## src/rtl/mc_control_if.sv

```systemverilog
// Handshake and strobe bundle between the multi-cycle sequencer and the
// datapath it controls. The master side is the sequencer itself; the slave
// side is the datapath / memories / MULT-DIV unit that answers it.
interface mc_control_if;
    logic [5:0] opcode;
    logic       imem_ack;
    logic       dmem_ack;
    logic       alu_done;
    logic       imem_req;
    logic       ir_load;
    logic       pc_inc;
    logic       pc_load;
    logic       alu_start;
    logic [2:0] alu_op;
    logic       dmem_req;
    logic       mem_read;
    logic       mem_write;
    logic       reg_write;
    logic       illegal;
    logic       err;
    logic [2:0] state;

    modport master (
        input  opcode, imem_ack, dmem_ack, alu_done,
        output imem_req, ir_load, pc_inc, pc_load, alu_start, alu_op,
        output dmem_req, mem_read, mem_write, reg_write, illegal, err, state
    );

    modport slave (
        output opcode, imem_ack, dmem_ack, alu_done,
        input  imem_req, ir_load, pc_inc, pc_load, alu_start, alu_op,
        input  dmem_req, mem_read, mem_write, reg_write, illegal, err, state
    );
endinterface

```

## src/rtl/mc_control.sv

```systemverilog
// Multi-cycle instruction sequencer: FETCH -> DECODE -> EXEC/MEM -> WB.
// Strobes are decoded from the registered state, the latched opcode and the
// incoming acks, so a same-cycle ack advances the datapath without a bubble.
// A wait-cycle watchdog sends the core to HALT (sticky err) when a
// handshake never completes.
module mc_control #(
    parameter int unsigned TIMEOUT = 255,
    parameter int unsigned CNT_W   = 8
) (
    input  logic            clk,
    input  logic            rst_n,
    mc_control_if.master    bus
);

    typedef enum logic [2:0] {
        S_FETCH  = 3'd0,
        S_DECODE = 3'd1,
        S_EXEC   = 3'd2,
        S_MEM    = 3'd3,
        S_WB     = 3'd4,
        S_IDLE   = 3'd5,
        S_HALT   = 3'd7
    } state_t;

    localparam logic [5:0] OP_ADD   = 6'd0;
    localparam logic [5:0] OP_SUB   = 6'd1;
    localparam logic [5:0] OP_MULT  = 6'd2;
    localparam logic [5:0] OP_DIV   = 6'd3;
    localparam logic [5:0] OP_LOAD  = 6'd4;
    localparam logic [5:0] OP_STORE = 6'd5;
    localparam logic [5:0] OP_JUMP  = 6'd6;

    localparam logic [2:0] ALU_NONE = 3'b111;

    // Last wait cycle index still allowed before the watchdog fires.
    localparam logic [CNT_W-1:0] WD_LIMIT =
        (TIMEOUT == 32'd0) ? {CNT_W{1'b0}} : CNT_W'(TIMEOUT - 32'd1);

    state_t           state_r;
    logic [5:0]       op_q;
    logic [CNT_W-1:0] cnt_r;
    logic             err_r;
    logic             started_r;

    logic             wd_hit_s;
    logic [CNT_W-1:0] cnt_inc_s;

    logic             imem_req_s;
    logic             ir_load_s;
    logic             pc_inc_s;
    logic             pc_load_s;
    logic             alu_start_s;
    logic [2:0]       alu_op_s;
    logic             dmem_req_s;
    logic             mem_read_s;
    logic             mem_write_s;
    logic             reg_write_s;
    logic             illegal_s;

    function automatic logic is_muldiv(input logic [5:0] op);
        return (op == OP_MULT) || (op == OP_DIV);
    endfunction

    function automatic logic is_arith(input logic [5:0] op);
        return (op == OP_ADD) || (op == OP_SUB) || is_muldiv(op);
    endfunction

    // The watchdog fires on the last permitted wait cycle; counter saturates
    // so a disabled watchdog never wraps.
    assign wd_hit_s  = (TIMEOUT != 32'd0) && (cnt_r >= WD_LIMIT);
    assign cnt_inc_s = (cnt_r == {CNT_W{1'b1}}) ? cnt_r : (cnt_r + CNT_W'(1));

    // Sequencer state, latched opcode, wait counter and sticky error.
    always_ff @(posedge clk or negedge rst_n) begin
        if (!rst_n) begin
            state_r   <= S_IDLE;
            op_q      <= 6'd0;
            cnt_r     <= {CNT_W{1'b0}};
            err_r     <= 1'b0;
            started_r <= 1'b0;
        end else begin
            case (state_r)
                S_IDLE: begin
                    state_r <= S_FETCH;
                    cnt_r   <= {CNT_W{1'b0}};
                end
                S_FETCH: begin
                    if (bus.imem_ack) begin
                        state_r <= S_DECODE;
                    end else if (wd_hit_s) begin
                        state_r <= S_HALT;
                        err_r   <= 1'b1;
                    end else begin
                        cnt_r <= cnt_inc_s;
                    end
                end
                S_DECODE: begin
                    op_q  <= bus.opcode;
                    cnt_r <= {CNT_W{1'b0}};
                    if (is_arith(bus.opcode)) begin
                        state_r   <= S_EXEC;
                        started_r <= 1'b0;
                    end else if ((bus.opcode == OP_LOAD) || (bus.opcode == OP_STORE)) begin
                        state_r <= S_MEM;
                    end else begin
                        // JUMP, NOP and illegal opcodes all return to FETCH.
                        state_r <= S_FETCH;
                    end
                end
                S_EXEC: begin
                    started_r <= 1'b1;
                    if (!is_muldiv(op_q)) begin
                        state_r <= S_WB;
                    end else if (bus.alu_done) begin
                        state_r <= S_WB;
                    end else if (wd_hit_s) begin
                        state_r <= S_HALT;
                        err_r   <= 1'b1;
                    end else begin
                        cnt_r <= cnt_inc_s;
                    end
                end
                S_MEM: begin
                    if (bus.dmem_ack) begin
                        if (op_q == OP_LOAD) begin
                            state_r <= S_WB;
                        end else begin
                            state_r <= S_FETCH;
                            cnt_r   <= {CNT_W{1'b0}};
                        end
                    end else if (wd_hit_s) begin
                        state_r <= S_HALT;
                        err_r   <= 1'b1;
                    end else begin
                        cnt_r <= cnt_inc_s;
                    end
                end
                S_WB: begin
                    state_r <= S_FETCH;
                    cnt_r   <= {CNT_W{1'b0}};
                end
                S_HALT: begin
                    state_r <= S_HALT;
                    err_r   <= 1'b1;
                end
                default: begin
                    // Unused encoding: fail safe into HALT.
                    state_r <= S_HALT;
                    err_r   <= 1'b1;
                end
            endcase
        end
    end

    // Strobe decode from current state, latched opcode and same-cycle acks.
    always_comb begin
        imem_req_s  = 1'b0;
        ir_load_s   = 1'b0;
        pc_inc_s    = 1'b0;
        pc_load_s   = 1'b0;
        alu_start_s = 1'b0;
        alu_op_s    = ALU_NONE;
        dmem_req_s  = 1'b0;
        mem_read_s  = 1'b0;
        mem_write_s = 1'b0;
        reg_write_s = 1'b0;
        illegal_s   = 1'b0;
        case (state_r)
            S_FETCH: begin
                imem_req_s = 1'b1;
                ir_load_s  = bus.imem_ack;
                pc_inc_s   = bus.imem_ack;
            end
            S_DECODE: begin
                pc_load_s = (bus.opcode == OP_JUMP);
                illegal_s = (bus.opcode[5:3] != 3'd0);
            end
            S_EXEC: begin
                alu_op_s    = op_q[2:0];
                alu_start_s = is_muldiv(op_q) && !started_r;
            end
            S_MEM: begin
                dmem_req_s  = 1'b1;
                mem_read_s  = (op_q == OP_LOAD);
                mem_write_s = (op_q == OP_STORE);
            end
            S_WB: begin
                reg_write_s = 1'b1;
                alu_op_s    = (op_q == OP_LOAD) ? ALU_NONE : op_q[2:0];
            end
            default: begin
                alu_op_s = ALU_NONE;
            end
        endcase
    end

    assign bus.imem_req  = imem_req_s;
    assign bus.ir_load   = ir_load_s;
    assign bus.pc_inc    = pc_inc_s;
    assign bus.pc_load   = pc_load_s;
    assign bus.alu_start = alu_start_s;
    assign bus.alu_op    = alu_op_s;
    assign bus.dmem_req  = dmem_req_s;
    assign bus.mem_read  = mem_read_s;
    assign bus.mem_write = mem_write_s;
    assign bus.reg_write = reg_write_s;
    assign bus.illegal   = illegal_s;
    assign bus.err       = err_r;
    assign bus.state     = state_r;

endmodule

```

## src/flat_wrapper.sv

```systemverilog
// flat-port wrapper written by rule: the top's interface ports become plain ports
module mc_control_flat 
#(
    parameter int unsigned TIMEOUT = 255,
    parameter int unsigned CNT_W   = 8
)
  (clk, rst_n, bus_opcode, bus_imem_ack, bus_dmem_ack, bus_alu_done, bus_imem_req, bus_ir_load, bus_pc_inc, bus_pc_load, bus_alu_start, bus_alu_op, bus_dmem_req, bus_mem_read, bus_mem_write, bus_reg_write, bus_illegal, bus_err, bus_state);
  mc_control_if bus_i ();
  input  logic clk;
  input  logic rst_n;
  input wire logic [$bits(bus_i.opcode)-1:0] bus_opcode;
  input wire logic [$bits(bus_i.imem_ack)-1:0] bus_imem_ack;
  input wire logic [$bits(bus_i.dmem_ack)-1:0] bus_dmem_ack;
  input wire logic [$bits(bus_i.alu_done)-1:0] bus_alu_done;
  output wire logic [$bits(bus_i.imem_req)-1:0] bus_imem_req;
  output wire logic [$bits(bus_i.ir_load)-1:0] bus_ir_load;
  output wire logic [$bits(bus_i.pc_inc)-1:0] bus_pc_inc;
  output wire logic [$bits(bus_i.pc_load)-1:0] bus_pc_load;
  output wire logic [$bits(bus_i.alu_start)-1:0] bus_alu_start;
  output wire logic [$bits(bus_i.alu_op)-1:0] bus_alu_op;
  output wire logic [$bits(bus_i.dmem_req)-1:0] bus_dmem_req;
  output wire logic [$bits(bus_i.mem_read)-1:0] bus_mem_read;
  output wire logic [$bits(bus_i.mem_write)-1:0] bus_mem_write;
  output wire logic [$bits(bus_i.reg_write)-1:0] bus_reg_write;
  output wire logic [$bits(bus_i.illegal)-1:0] bus_illegal;
  output wire logic [$bits(bus_i.err)-1:0] bus_err;
  output wire logic [$bits(bus_i.state)-1:0] bus_state;
  assign bus_i.opcode = bus_opcode;
  assign bus_i.imem_ack = bus_imem_ack;
  assign bus_i.dmem_ack = bus_dmem_ack;
  assign bus_i.alu_done = bus_alu_done;
  assign bus_imem_req = bus_i.imem_req;
  assign bus_ir_load = bus_i.ir_load;
  assign bus_pc_inc = bus_i.pc_inc;
  assign bus_pc_load = bus_i.pc_load;
  assign bus_alu_start = bus_i.alu_start;
  assign bus_alu_op = bus_i.alu_op;
  assign bus_dmem_req = bus_i.dmem_req;
  assign bus_mem_read = bus_i.mem_read;
  assign bus_mem_write = bus_i.mem_write;
  assign bus_reg_write = bus_i.reg_write;
  assign bus_illegal = bus_i.illegal;
  assign bus_err = bus_i.err;
  assign bus_state = bus_i.state;
  mc_control #(.TIMEOUT(TIMEOUT), .CNT_W(CNT_W)) u_core (.clk(clk), .rst_n(rst_n), .bus(bus_i));
endmodule
```

## config.mk

```make
export PLATFORM = sky130hd
export DESIGN_NAME = mc_control_flat
export DESIGN_NICKNAME = d
export VERILOG_FILES = /design/src/rtl/mc_control_if.sv /design/src/rtl/mc_control.sv /design/src/flat_wrapper.sv
export SDC_FILE = /design/constraint.sdc
export NUM_CORES = 1
export LEC_CHECK = 0
export ABC_AREA = 0
export ABC_CLOCK_PERIOD_IN_PS = 2400
export CORE_MARGIN = 1.5
export CORE_UTILIZATION = 50
export DETAILED_ROUTE_END_ITERATION = 8
export PLACE_DENSITY_LB_ADDON = 0.15
export SYNTH_ARGS = -nofsm -noshare
export SYNTH_HDL_FRONTEND = slang
export SYNTH_SLANG_ARGS = --single-unit
export TNS_END_PERCENT = 30
```

## constraint.sdc

```tcl
create_clock -name clk -period 2.4 [get_ports clk]
set_input_delay 0.48 -clock clk [delete_from_list [all_inputs] [get_ports clk]]
set_output_delay 0.48 -clock clk [all_outputs]
set_load 0.1 [all_outputs]
```

* Word-level counts from Yosys, hierarchy flattened *
Index checks and enable logic that the tools add are counted.

operators by class
  add/subtract/negate cells = 1
  multiply operators = 0
  div/mod/pow operators = 0
  magnitude comparators = 1
  equal/unequal tests = 22
  shift-type cells = 0
  multiplexer cells = 36
  bitwise operators = 1
  reductions and logical operators = 17

operator list
  cell                                                                     number
  8-bit 2-to-1 mux                                                         7
  8-bit one-hot mux with 4 select lines                                    1
  6-bit by 3-bit == test with 1-bit output, second input constant          5
  6-bit by 2-bit == test with 1-bit output, second input constant          4
  3-bit 2-to-1 mux                                                         8
  1-bit 2-to-1 mux                                                         15
  3-bit one-hot mux with 5 select lines                                    1
  5-bit AND reduction                                                      2
  8-bit by 1-bit adder with 8-bit output, second input constant            1
  8-bit == test, second input constant                                     1
  8-bit >= comparator, second input constant                               1
  3-bit by 2-bit == test with 1-bit output, second input constant          2
  3-bit == test, second input constant                                     2
  6-bit by 1-bit == test with 1-bit output, second input constant          1
  6-bit zero test                                                          1
  2-bit inequality test, second input constant                             3
  3-bit one-hot mux with 2 select lines                                    1
  1-bit logical OR                                                         5
  2-bit by 1-bit inequality test with 1-bit output, second input constant  2
  1-bit one-hot mux with 4 select lines                                    1
  4-bit nonzero test                                                       1
  3-bit by 1-bit == test with 1-bit output, second input constant          1
  3-bit zero test                                                          1
  3-bit inequality test, second input constant                             1
  10 further kinds                                                         10

word-level totals
  register bits after elaboration = 19
  bits in latches = 0
  bits in writable memories = 0
  bits in read-only memories = 0
  input port bits = 11
  output and inout port bits = 17
  memories = 0

* Depth between registers and ports, before layout *
Gate-level depths: netlist of run 1.

  depth after elaboration = 6
  mapped depth = 6

* Least setup slack after synthesis of run 1 *
Ideal clock, no wire load.

  path type = register -> output
  start point = reg u_core.state_r[1] (netlist: u_core.bus.state[1])
  end point = out bus_mem_write
  data arrival time = 4972 ps
  data required time = 1920 ps
  slack = -3052 ps
  stages on the path, launching flop included = 7
  buffers on the path = 2
  cells stage by stage = dfrtp_1 > buf_4 > buf_2 > nand2_1 > nor2_1 > nand2_1 > nor3_1

on the way
  word-level cells in the longest chain between the ends = 2

RTL lines
  element                                   RTL line            text
  start, declared                           mc_control.sv:39    state_t state_r;
  start signal, assigned                    mc_control.sv:76    state_r <= S_IDLE;
  start signal, assigned                    mc_control.sv:84    state_r <= S_FETCH;
  start signal, assigned                    mc_control.sv:89    state_r <= S_DECODE;
  3-bit by 2-bit == test with 1-bit output  mc_control.sv:168   case (state_r)
  1-bit 2-to-1 mux                          mc_control.sv:168
  end, declared                             flat_wrapper.sv:23  output wire logic [$bits(bus_i.mem_write)-1:0] bus_mem_write;

No other way between the ends.

* Worst setup path after layout of run 1 *
  start point = reg u_core.op_q[2]
  end point = out bus_alu_op[0]

on the way
  word-level cells in the longest chain between the ends = 3

RTL lines
  element                                   RTL line            text
  start, declared                           mc_control.sv:40    logic [5:0] op_q;
  start signal, assigned                    mc_control.sv:98    op_q <= bus.opcode;
  6-bit by 3-bit == test with 1-bit output  mc_control.sv:189   alu_op_s = (op_q == OP_LOAD) ? ALU_NONE : op_q[2:0];
  3-bit 2-to-1 mux                          mc_control.sv:189
  3-bit one-hot mux with 2 select lines     mc_control.sv:168
  end, declared                             flat_wrapper.sv:20  output wire logic [$bits(bus_i.alu_op)-1:0] bus_alu_op;

No other way between the ends.

==> impl_results.md, run 1 <==
* Status: completed
* Slew @ Worst Pin at 0.5426 ns
* WL final at 3.408 mm
* Top-area cell type share of the netlist area at 31.78%
* Gr usage total at 26.46%
* Maximum VDD drop at 0.3243 mV
* Synthesized netlist net count at 162
* Top_reg_cell synth: dfrtp_1
* Synth Area per Inst at 8.985 um2
* Worst slack, placed at 0.1785 ns
* Number of antenna diodes at 0
* Vias in the first global route at 1211
* Area grow syn2layout at 44.11%
* Core area at 2500 um2
* RSZ-0062 raised after global routing: false
* DRC at 0
* CP endpoint kind: output pin
* # Max-Cap Violations at 0
* Initial antenna violation count at 0
* Synthesized cell area at 1339 um2
* Count leader, synth: dfrtp_1
* Worst setup path startpoint: u_core.op_q[2]
* Yosys Warn Count at 0
* Yosys top cell by area: dfrtp_1
* Drt wl/cell at 16.15 um
* Global-route wire length before repair at 5.637 mm
* Post-synth EDFFs at 0
* CTS Hold Buffers Added at 0
* Relative slew margins at 63.63%
* Layout cell share with drive strength beyond 1 at 35.91%
* Cell variety after synth at 45
* Crit-path max FO at 6
* DIE AREA at 2997 um2
* Slew Viols, Final at 0
* Synth cell count leaders: dfrtp_1 (17), nand2_1 (13), nor2_1 (10), nor3_1 (10), inv_1 (9)
* P_leak at 0.7832 nW
* CTS Buf Count at 3
* Drt pass-1 iters at 4
* Final Core Density at 77.18%
* Worst Setup Start Kind: flop
* Mapped Cells at 149
* Clock root buffer: clkbuf_4
* Final setup fails at 0
* Clock sinks at 19
* Register clock-pin slew on the reported worst setup and hold paths at 0.12 ns
* Worst r2r src: u_core.bus.state[0]
* Initial Util at 53.55%
* Achievable frequency at 0.4300 GHz
* Clk_lat worst skew at 0.32 ns
* Register area share after synthesis at 35.70%
* Final worst setup slack at 0.07429 ns
* Dpl cell area at 1871 um2
* Worst EP required at 1.92 ns
* Power density over the cells at 275.3 nW/um2
* Final GP Congestion at 0.8198
* Via Count at 1296
* Post-route cell area at 1929 um2
* Min-delay worst type: in2async
* Die width at 54.75 um
* Max Root-Sink Buffers at 2
* Synthesis-stage register bit count at 19
* IO buf count at 27
* Tcrit/Tclk final at 96.90%
* Vias/cell at 6.142
* Worst Setup Path Type: reg2out
* 1st-iter DRT viols at 29
* Setup Skew at 0.008309 ns
* H-tree depth at 1
* Detailed Place HPWL at 2.586 mm
* Io pins at 28
* Async SR Flop Fraction at 100.0%
* Worst Path Arrival at 1.85 ns
* Post-route minimum period at 2.326 ns
* Post-route ant nets at 0
* Row cnt at 18
* Final Hold Fails at 0
* Global route overflow at 0
* Die H at 54.75 um
* Largest net degree at the start of global routing at 19
* TritonCTS clock tree: built
* Top cells by area, synth: dfrtp_1 (32%), mux2_2 (5.0%), dfstp_2 (3.9%), o221ai_1 (3.9%), nor3_1 (3.7%)
* Final net count at 195
## timing repair
action                                  4_1_cts  5_1_grt
setup buffers                                 0        3
endpoints found under the setup margin        2        3
gates resized for setup                       1        2
## worst max-delay path, cell delays in order, from the launching register on
cell	delay, ns
dfrtp_1	0.47
or3b_4	0.45
o21ai_0	0.18
a21oi_1	0.11
nand2b_1	0.13
buf_12	0.18
## cells in the final DEF (no fill, tap or decap), types with 2 or more instances in the layout
cell,Yosys,routed
a21oi_1,2,2
a311oi_1,2,2
buf_12,0,14
buf_4,2,10
clkbuf_4,0,3
clkdlybuf4s50_1,0,10
dfrtp_1,17,15
ha_1,2,2
inv_1,9,9
mux2_2,6,6
nand2_1,13,11
nand2b_1,5,5
nand3_1,6,6
nor2_1,10,8
nor2_4,0,2
nor2b_1,5,4
nor3_1,10,6
nor3_2,2,3
nor3_4,2,5
nor3b_1,3,3
o21ai_0,8,7
o221ai_1,6,6
o22ai_1,8,8
## metal layers
layer	GRT usage, %	vias to the layer above	wire length, um
met3	4.098	10	153
met2	41.47	48	1672
met1	36.13	623	1526
li1	-	615	-
met4	10.83	0	56
met5	0	-	0
## report_power, final
part           internal, mW  total [mW]  switching (mW)
clock                0.0624       0.176           0.114
sequential            0.320       0.320               0
combinational        0.0190      0.0346          0.0157
## through the flow
stage | power, mW | setup TNS, ns | hold slack (ns) | std cells
global placement | 0.3606 | 0 | 0.4624 | 204
detailed placement | 0.3615 | 0 | 0.4747 | 204
floorplan | 0.3322 | -2.774 | 0.1844 | 149
global route | 0.5430 | 0 | 0.5319 | 211
CTS | 0.5319 | 0 | 0.5015 | 208
finish | 0.5311 | 0 | 0.4932 | 211
## sequential cells by signal, summed over array words and instances, names as in the netlist
| signal | flops |
|---|---|
| u_core.cnt_r | 8 |
| u_core.op_q | 6 |
| u_core.started_r | 1 |
| u_core.bus.state | 3 |
| u_core.bus.err | 1 |
## layout make-up
type | instances | area [um2]
multi-input combinational | 114 | 884.6
tap | 30 | 37.54
fill | 163 | 570.5
timing repair buffer | 34 | 455.4
clock buffer | 3 | 22.52
inverter | 10 | 37.54
clock inverter | 1 | 5.005
sequential | 19 | 486.7
## worst paths after layout
check,endpoint,slack [ns],cells after the start
worst max-delay path,bus_alu_op[0],0.07,5
worst min-delay path,u_core.bus.state[1],0.49,1
worst max register to register,u_core.cnt_r[4],0.53,5
worst min register to register,u_core.bus.err,0.49,1
max in group asynchronous,u_core.cnt_r[2],1.37,2
min in group clk,u_core.bus.err,0.49,1
## logic make-up after synthesis
kind of cell    share of synthesized area [%]
simple gates                            30.75
compound gates                          20.56
flops                                   35.70
buf+inv                                 5.326
mux                                     5.794
fa+ha+maj                               1.869
Power figures use the tool's default switching activity.
==> inputs of run 2 (changes only) <==
--- a/config.mk
+++ b/config.mk
@@ -9,6 +9,7 @@
 export ABC_CLOCK_PERIOD_IN_PS = 2400
 export CORE_MARGIN = 1.5
 export CORE_UTILIZATION = 50
+export CTS_CLUSTER_DIAMETER = 100
 export DETAILED_ROUTE_END_ITERATION = 8
 export PLACE_DENSITY_LB_ADDON = 0.15
 export SYNTH_ARGS = -nofsm -noshare
==> results of run 2 <==
No change in the layout: final DEF, timing and power equal those of run 1.
